**src/rtl/sequence_accumulator.sv**
```systemverilog
// Drains WORD_COUNT words from an upstream memory, one registered read strobe per word,
// accumulating their sum, maximum, minimum and count.
module sequence_accumulator #(
  parameter int unsigned DATA_WIDTH = 8,
  parameter int unsigned WORD_COUNT = 16
) (
  input  logic                  clk,
  input  logic                  reset,
  input  logic                  start,
  input  logic                  correct_read,
  input  logic [DATA_WIDTH-1:0] data_in,
  output logic                  request_read,
  output logic                  busy,
  output logic [4:0]            count,
  output logic [DATA_WIDTH+3:0] sum,
  output logic [DATA_WIDTH-1:0] max_val,
  output logic [DATA_WIDTH-1:0] min_val,
  output logic                  result_valid
);

  localparam logic [4:0] WordCountL = 5'(WORD_COUNT);

  typedef enum logic [1:0] {
    StIdle,
    StWait,
    StPulse,
    StRelease
  } state_e;

  state_e                state_q, state_d;
  logic                  req_q, req_d;
  logic [4:0]            count_q, count_d;
  logic [DATA_WIDTH+3:0] sum_q, sum_d;
  logic [DATA_WIDTH-1:0] max_q, max_d;
  logic [DATA_WIDTH-1:0] min_q, min_d;
  logic                  valid_q, valid_d;

  always_comb begin
    state_d = state_q;
    count_d = count_q;
    sum_d   = sum_q;
    max_d   = max_q;
    min_d   = min_q;
    valid_d = valid_q;
    unique case (state_q)
      StIdle: begin
        if (start) begin
          state_d = StWait;
          count_d = '0;
          sum_d   = '0;
          max_d   = '0;
          min_d   = '1;
          valid_d = 1'b0;
        end
      end
      StWait: begin
        // Capture while the upstream pointer still addresses this word; the pulse follows.
        if (correct_read) begin
          sum_d   = sum_q + {4'b0000, data_in};
          count_d = count_q + 5'd1;
          if (data_in > max_q) max_d = data_in;
          if (data_in < min_q) min_d = data_in;
          state_d = StPulse;
        end
      end
      StPulse: begin
        state_d = StRelease;
      end
      StRelease: begin
        if (count_q == WordCountL) begin
          valid_d = 1'b1;
          state_d = StIdle;
        end else begin
          state_d = StWait;
        end
      end
      default: state_d = StIdle;
    endcase
    // Strobe is registered from the next state so it is high exactly while in StPulse.
    req_d = (state_d == StPulse);
  end

  always_ff @(posedge clk) begin
    if (reset) begin
      state_q <= StIdle;
      req_q   <= 1'b0;
      count_q <= '0;
      sum_q   <= '0;
      max_q   <= '0;
      min_q   <= '1;
      valid_q <= 1'b0;
    end else begin
      state_q <= state_d;
      req_q   <= req_d;
      count_q <= count_d;
      sum_q   <= sum_d;
      max_q   <= max_d;
      min_q   <= min_d;
      valid_q <= valid_d;
    end
  end

  assign request_read = req_q;
  assign busy         = (state_q != StIdle);
  assign count        = count_q;
  assign sum          = sum_q;
  assign max_val      = max_q;
  assign min_val      = min_q;
  assign result_valid = valid_q;

endmodule

```
**config.mk**
```make
export PLATFORM = sky130hd
export DESIGN_NAME = sequence_accumulator
export DESIGN_NICKNAME = d
export VERILOG_FILES = /design/src/rtl/sequence_accumulator.sv
export SDC_FILE = /design/constraint.sdc
export NUM_CORES = 1
export LEC_CHECK = 0
export ABC_CLOCK_PERIOD_IN_PS = 4230
export BUFFER_PORTS_ARGS = -buffer_cell sky130_fd_sc_hd__buf_2
export CORE_MARGIN = 5
export CORE_UTILIZATION = 35
export DETAILED_ROUTE_END_ITERATION = 10
export PLACE_DENSITY = 0.56
export SYNTH_ARGS = -nofsm -noshare
export SYNTH_HDL_FRONTEND = slang
export SYNTH_SLANG_ARGS = --single-unit
export TNS_END_PERCENT = 30
```
**constraint.sdc**
```tcl
create_clock -name clk -period 4.23 [get_ports clk]
set_input_delay 0.2115 -clock clk [delete_from_list [all_inputs] [get_ports clk]]
set_output_delay 0.2115 -clock clk [all_outputs]
set_load 0.02 [all_outputs]
```
Yosys cells after proc, flatten, opt, wreduce, memory -nomap -nowiden --
Index checks and enable logic that the tools add are counted.
Storage, ports and cells: register bits after elaboration 37, bits in latches 0, bits in writable memories 0, ROM bits 0, input port bits 12, output and inout bits 36, memories 0
Cells by class: add/sub/neg operators 2, $mul 0, div/mod/pow operators 0, $lt $le $gt $ge 2, eq/ne operators 10, shift operators 0, muxes and demuxes 21, bitwise operators 0, reduce and logical (&&, ||, !) cells 8
Operators by type and width (count):
- $mux W8 | 6
- $pmux W8 S2 | 2
- $mux W12 | 2
- $pmux W12 S2 | 1
- $add A12 B8 Y12 | 1
- $mux W5 | 2
- $ne A2 B2 Y1 const B | 5
- $pmux W5 S2 | 1
- $gt A8 B8 Y1 | 1
- $lt A8 B8 Y1 | 1
- $pmux W2 S4 | 1
- $reduce_and A4 Y1 | 2
- $eq A2 B2 Y1 const B | 3
- $reduce_and A3 Y1 | 2
- $reduce_bool A2 Y1 | 3
- $add A5 B1 Y5 const B | 1
- $eq A5 B5 Y1 const B | 1
- $mux W2 | 2
- $mux W1 | 3
- $eq A2 B1 Y1 const B | 1
- $logic_not A2 Y1 | 1
- $pmux W1 S2 | 1

Longest topological paths before layout --
Gate-level depths: netlist (run 1).
depth after elaboration 4, mapped depth 7, gate-level depth less buffers 7

Least setup slack after synthesis (run 1) --
No wires, ideal clock.
path kind reg2reg, start point register sum_q[0], in the netlist sum[0], end point register sum_q[6], in the netlist sum[6], library setup time 0.117 ns, data arrival time 1.823 ns, required time 4.113 ns, path slack 2.290 ns, stages on the path, launching flop included 7, path buffers 0, path through dfxtp_1 > ha_1 > fa_1 > a21oi_1 > o22ai_1 > or3_1 > a32o_1
Between the ends: word-level cells in the longest chain between the ends 3
Ends and longest elaborated chain:
- start: declaration | line 33 | logic [DATA_WIDTH+3:0] sum_q, sum_d;
- start signal: assignment | line 96 | sum_q <= sum_d;
- $add A12 B8 Y12 | line 59 | sum_d = sum_q + {4'b0000, data_in};
- $mux W12 | line 58 | if (correct_read) begin
- $pmux W12 S2 | line 45 | unique case (state_q)
Every way passes these cells. The select of a mux whose other input is x is not followed. A chain may end at the register's enable or synchronous reset.

Worst setup path after layout (run 1) --
Ends and elaborated chain as after synthesis.

==> results of run 1 <==
## layer usage
metal	vias up	routed length, µm	track usage	part of all wire
li1	954	-	-	-
met1	853	2480	0.182	0.49
met2	44	2270	0.226	0.45
met3	4	261	0.0317	0.052
met4	0	38	0.0288	0.0075
met5	-	0	0	0
## Yosys cell counts (2+ instances only)
library cell	instances
a21oi_1	13
xor2_1	7
or3_1	3
a22o_1	2
mux2i_1	11
o21ai_0	6
nand3_1	6
a22oi_1	2
inv_1	22
a32o_1	3
dfxtp_1	37
nor2b_1	4
o22ai_1	2
xnor2_1	3
nor3_1	2
nor2_2	2
nor2_1	19
buf_2	2
nand4_1	5
o211ai_1	3
nand2_1	27
ha_1	25
nand2b_1	2
a211oi_1	2
o22a_1	8
and2_1	3
## area by class of cell
cell class                      instances  area, µm²  area share
Clock buffer                            5       68.8      0.0273
Multi-Input combinational cell        177       1300       0.514
Clock inverter                          1       5.00     0.00198
Tap cell                               75       93.8      0.0372
Sequential cell                        37        741       0.294
Inverter                               22       82.6      0.0327
Timing Repair Buffer                   47        235      0.0932
## kinds of logic (layout without fill, tap and decap cells)
family	after synthesis	after routing	synth area share
adder cells (fa/ha/maj)	26	26	0.154
AO/OA/AOI/OAI	52	52	0.182
multiplexers	11	11	0.0510
flip-flops	37	37	0.343
buffers and inverters	28	75	0.0551
XOR/XNOR	10	10	0.0406
AND/OR/NAND/NOR	78	78	0.173
## flip-flops by register name, summed over array words and instances (netlist names)
name          flops
min_val           8
count             5
max_val           8
sum              12
request_read      1
state_q           2
result_valid      1
## metrics by stage
step,setup slack [ns],util
4_1_cts,2.25,0.424
3_3_place_gp,2.23,0.411
2_1_floorplan,2.29,-
5_1_grt,2.08,0.424
3_5_place_dp,2.20,0.411
6_report,2.26,0.424
## worst paths after layout
kind                                   start  cells after the start            to  slack [ns]
worst min-delay path              data_in[0]                      2    min_val[0]        0.20
worst max-delay path                  sum[0]                      6        sum[6]        2.26
worst max register to register        sum[0]                      6        sum[6]        2.26
worst min register to register  result_valid                      2  result_valid        0.46
## critical path: stages, from the launching register on
cell	delay [ns]
dfxtp_1	0.32
ha_1	0.20
fa_1	0.40
a21oi_1	0.20
o22ai_1	0.17
or3_1	0.33
a32o_1	0.24
## power breakdown
| group | total (W) | internal [W] | switching [W] |
|---|---|---|---|
| clock | 0.000227 | 0.000108 | 0.000118 |
| combinational | 0.000148 | 0.0000562 | 0.0000917 |
| sequential | 0.000370 | 0.000359 | 0.0000108 |
==> results.ini, run 1 <==
[run_status]
status = complete, no violations

[logic_synthesis]
ys_types = 47
synth_top_cell_area_share = 0.343
syn_area_per_cell_um2 = 8.91
yosys.area.top_type = dfxtp_1
synth_ff_type = dfxtp_1
ys.warnings.count = 0
synthArstFlopShare = 0
synth-edff-count = 0
syn_area_mm2 = 0.00216
yosysSeqAreaShare = 0.343
ys_seq_elements = 37
synth_cells = 242
syn-num-nets = 280
ys_top_cells_by_area = dfxtp_1 34%, ha_1 15%, mux2i_1 5.1%

[worst_setup_path]
worstPathRequired_ns = 4.40
path_max_fanout = 4
path_class = register to register
crit_path_start_kind = register
critPathArrivalTime_ns = 2.14
cp-end-kind = register

[die]
core_mm2 = 0.00596
die_y_um = 88.5
die-area_mm2 = 0.00783
ios = 48
row_count = 28
initial_utilization = 0.362
die_w_um = 88.5

[detailed_routing]
avgRoutedWirePerCell_um = 13.9
drtIter0Drc = 79
drc_errors = 0
ant_nets = 0
via_count = 1855
viasPerCell = 5.10
routed_wl_um = 5050
firstDrtPassIters = 4

[sta]
slew_headroom = 0.358
timing.final.crit_share = 0.466
final_hold_viol_count = 0
setup_viol = 0
period_minus_slack_ns = 1.97
tns_ns = 0
tightest_slew_ns = 0.959
skew_ns = 0.00831
rsz0062_at_grt = no
slew_violations = 0
holdWs_ns = 0.198
timing.fmax_mhz = 508

[clocking]
clk_pin_slew_worst_paths_ns = 0.07
hold_buffers = 0
clk_latency_ns = 0.28
cts_root_buf = clkbuf_8
cts_htree_levels = 2
cts_tree = done
clk_path_buf_depth = 2
clock-sinks = 37
ctsResizeCount = 0
postCtsSetupRepairBufs = 0
cts_made_buffers = 5

[power]
powerDensity_mw_per_mm2 = 295
ir_worst_vdd_uv = 167
finalPower_w = 0.000745
leakage_nw = 1.19

[placed_design]
placedInstanceArea_mm2 = 0.00245
port-buffer-count = 47
dpl.hpwl_um = 3950
dp.cells = 358
gp_congestion = 0.834

[cells_and_area]
layout.nets = 328
layout-drive-gt1-share = 0.204
n_antenna_cell = 0
instances_no_fill = 364
fin_area_mm2 = 0.00252
area_growth_pct = 17.0
fillers = 615
layout_common_cells = 47 x buf_2, 37 x dfxtp_1, 27 x nand2_1
final_common_cell = buf_2

[global_route]
grt_antenna_before_repair = 0
gr-total-overflow = 0
grt_pass1_vias = 1807
grt_usage = 0.137
grt_max_degree = 16
grt_pass1_wl_um = 8400

[min_path]
hp-class = input port to register

[flow_run]
maxCapViolations = 0

(Power assumes the default switching activity.)
==> run 2: changes to the inputs <==
- ABC_CLOCK_PERIOD_IN_PS: 4230 -> 2000
- clock period: 4.23 -> 2 ns (I/O delays scaled with it)
==> run 2 against run 1 <==
Fmax grew 5.6%; register-to-register slack got worse by 2.1 ns; count of clock-buffer cells in the layout grew 2; sequential power rose by 110%; combinational power grew 130%; cell count grew 2.7%; highest routed layer unchanged.
==> results.ini, run 2 (same netlist as run 1, synthesis figures left out) <==
[global_route]
grt_usage = 0.142  ; +0.00555
grt_antenna_before_repair = 0  ; unchanged
grt_pass1_wl_um = 8710  ; +3.8%
grt_max_degree = 16  ; unchanged
gr-total-overflow = 0  ; unchanged
grt_pass1_vias = 1848  ; +2.3%

[worst_setup_path]
critPathArrivalTime_ns = 2.05  ; -0.09 ns
r2r-start = sum[0]
cp-end-kind = register
worstPathRequired_ns = 2.19  ; -2.21 ns
crit_path_start_kind = register
path_class = register to register
critPathLaunch = sum[0]
path_max_fanout = 4  ; unchanged

[cells_and_area]
layout-drive-gt1-share = 0.244  ; +0.0400
layout_common_cells = 47 x buf_2, 37 x dfxtp_1, 26 x nand2_1
area_growth_pct = 22.8
instances_no_fill = 374  ; +2.7%
fillers = 633  ; +2.9%
n_antenna_cell = 0  ; unchanged
final_common_cell = buf_2
fin_area_mm2 = 0.00265  ; +5.0%
layout.nets = 336  ; +2.4%
largest_reg_flops = 12  ; unchanged

[die]
ios = 48  ; unchanged
die-area_mm2 = 0.00783  ; unchanged
initial_utilization = 0.362  ; unchanged
row_count = 28  ; unchanged
die_y_um = 88.5  ; unchanged
die_w_um = 88.5  ; unchanged
core_mm2 = 0.00596  ; unchanged

[clocking]
postCtsSetupRepairBufs = 0  ; unchanged
clk_path_buf_depth = 2  ; unchanged
clock-sinks = 37  ; unchanged
hold_buffers = 0  ; unchanged
clk_latency_ns = 0.29  ; about the same
cts_tree = done
clk_pin_slew_worst_paths_ns = 0.08  ; about the same
cts_htree_levels = 2  ; unchanged
cts_made_buffers = 5  ; unchanged
cts_root_buf = clkbuf_8

[placed_design]
dpl.hpwl_um = 4110  ; +4.1%
placedInstanceArea_mm2 = 0.00251  ; +2.5%
gp_congestion = 0.784  ; -6.0%
port-buffer-count = 47  ; unchanged
dp.cells = 366  ; +2.2%

[sta]
setup_viol = 0  ; unchanged
timing.final.crit_share = 0.933  ; +0.467
skew_ns = 0.00284  ; -0.00547 ns
final_hold_viol_count = 0  ; unchanged
period_minus_slack_ns = 1.87  ; -0.104 ns
timing.fmax_mhz = 536  ; +5.6%
tightest_slew_ns = 0.421  ; -0.537 ns
slew_violations = 0  ; unchanged
slew_headroom = 0.719  ; +0.360
holdWs_ns = 0.0931  ; -0.105 ns
tns_ns = 0  ; unchanged

[detailed_routing]
drtIter0Drc = 35  ; -56%
firstDrtPassIters = 4  ; unchanged
avgRoutedWirePerCell_um = 13.8  ; -0.17%
ant_nets = 0  ; unchanged
via_count = 1883  ; +1.5%
viasPerCell = 5.03  ; -1.2%
routed_wl_um = 5180  ; +2.6%
drc_errors = 0  ; unchanged

[min_path]
hp-start = data_in[3]
hp-class = input port to register

[power]
powerDensity_mw_per_mm2 = 681  ; +130%
ir_worst_vdd_uv = 446  ; +170%
leakage_nw = 1.26  ; +5.6%

[flow_run]
maxCapViolations = 0  ; unchanged

[run_status]
status = complete, no violations

## run 2: stage by stage
stage                     setup WS (ns)  power [W]   util
after floorplan                  0.0597    0.00103      -
after global routing            -0.0146    0.00190  0.445
after CTS                        0.0187    0.00183  0.441
after detailed placement         0.0277    0.00113  0.421
final                             0.134    0.00180  0.445
after global placement           0.0152    0.00113  0.421
## run 2: final cells by class
type,instances,area [µm²],area share
Clock buffer,7,86.3,0.0326
Multi-Input combinational cell,177,1320,0.498
Tap cell,75,93.8,0.0354
Sequential cell,37,741,0.280
Inverter,22,82.6,0.0312
Clock inverter,1,30.0,0.0113
Timing Repair Buffer,55,295,0.111
## run 2: per-layer routing
| layer | share of wire | vias to the layer above | track usage |
|---|---|---|---|
| met5 | 0 | - | 0 |
| met4 | 0.0093 | 0 | 0.0371 |
| met3 | 0.055 | 5 | 0.0363 |
| met2 | 0.46 | 39 | 0.223 |
| met1 | 0.48 | 873 | 0.195 |
| li1 | - | 966 | - |
## run 2: repair_timing
action / in CTS / in global routing
setup endpoints to repair: 0 / 10
resized for setup: 0 / 5
endpoints found under the hold margin: 0 / 0
## run 2: report_power, final
part           switching [W]  leakage, nW  total (W)  internal (W)
Clock               0.000279       0.0585   0.000686      0.000407
Combinational       0.000201        0.900   0.000337      0.000136
Sequential         0.0000215        0.300   0.000780      0.000759
## run 2: path summary, 6_finish.rpt
check / slack (ns) / to / cells after the start
setup / recovery: 0.13 / sum[6] / 6
hold / removal: 0.09 / min_val[3] / 2
setup reg to reg: 0.13 / sum[6] / 6
hold reg to reg: 0.46 / result_valid / 2
## run 2: critical path, stage by stage, from the launching register on
cell and delay (ns):
dfxtp_1 0.32, ha_1 0.20, fa_2 0.36, a21oi_2 0.17, o22ai_2 0.14, or3_1 0.32, a32o_1 0.24
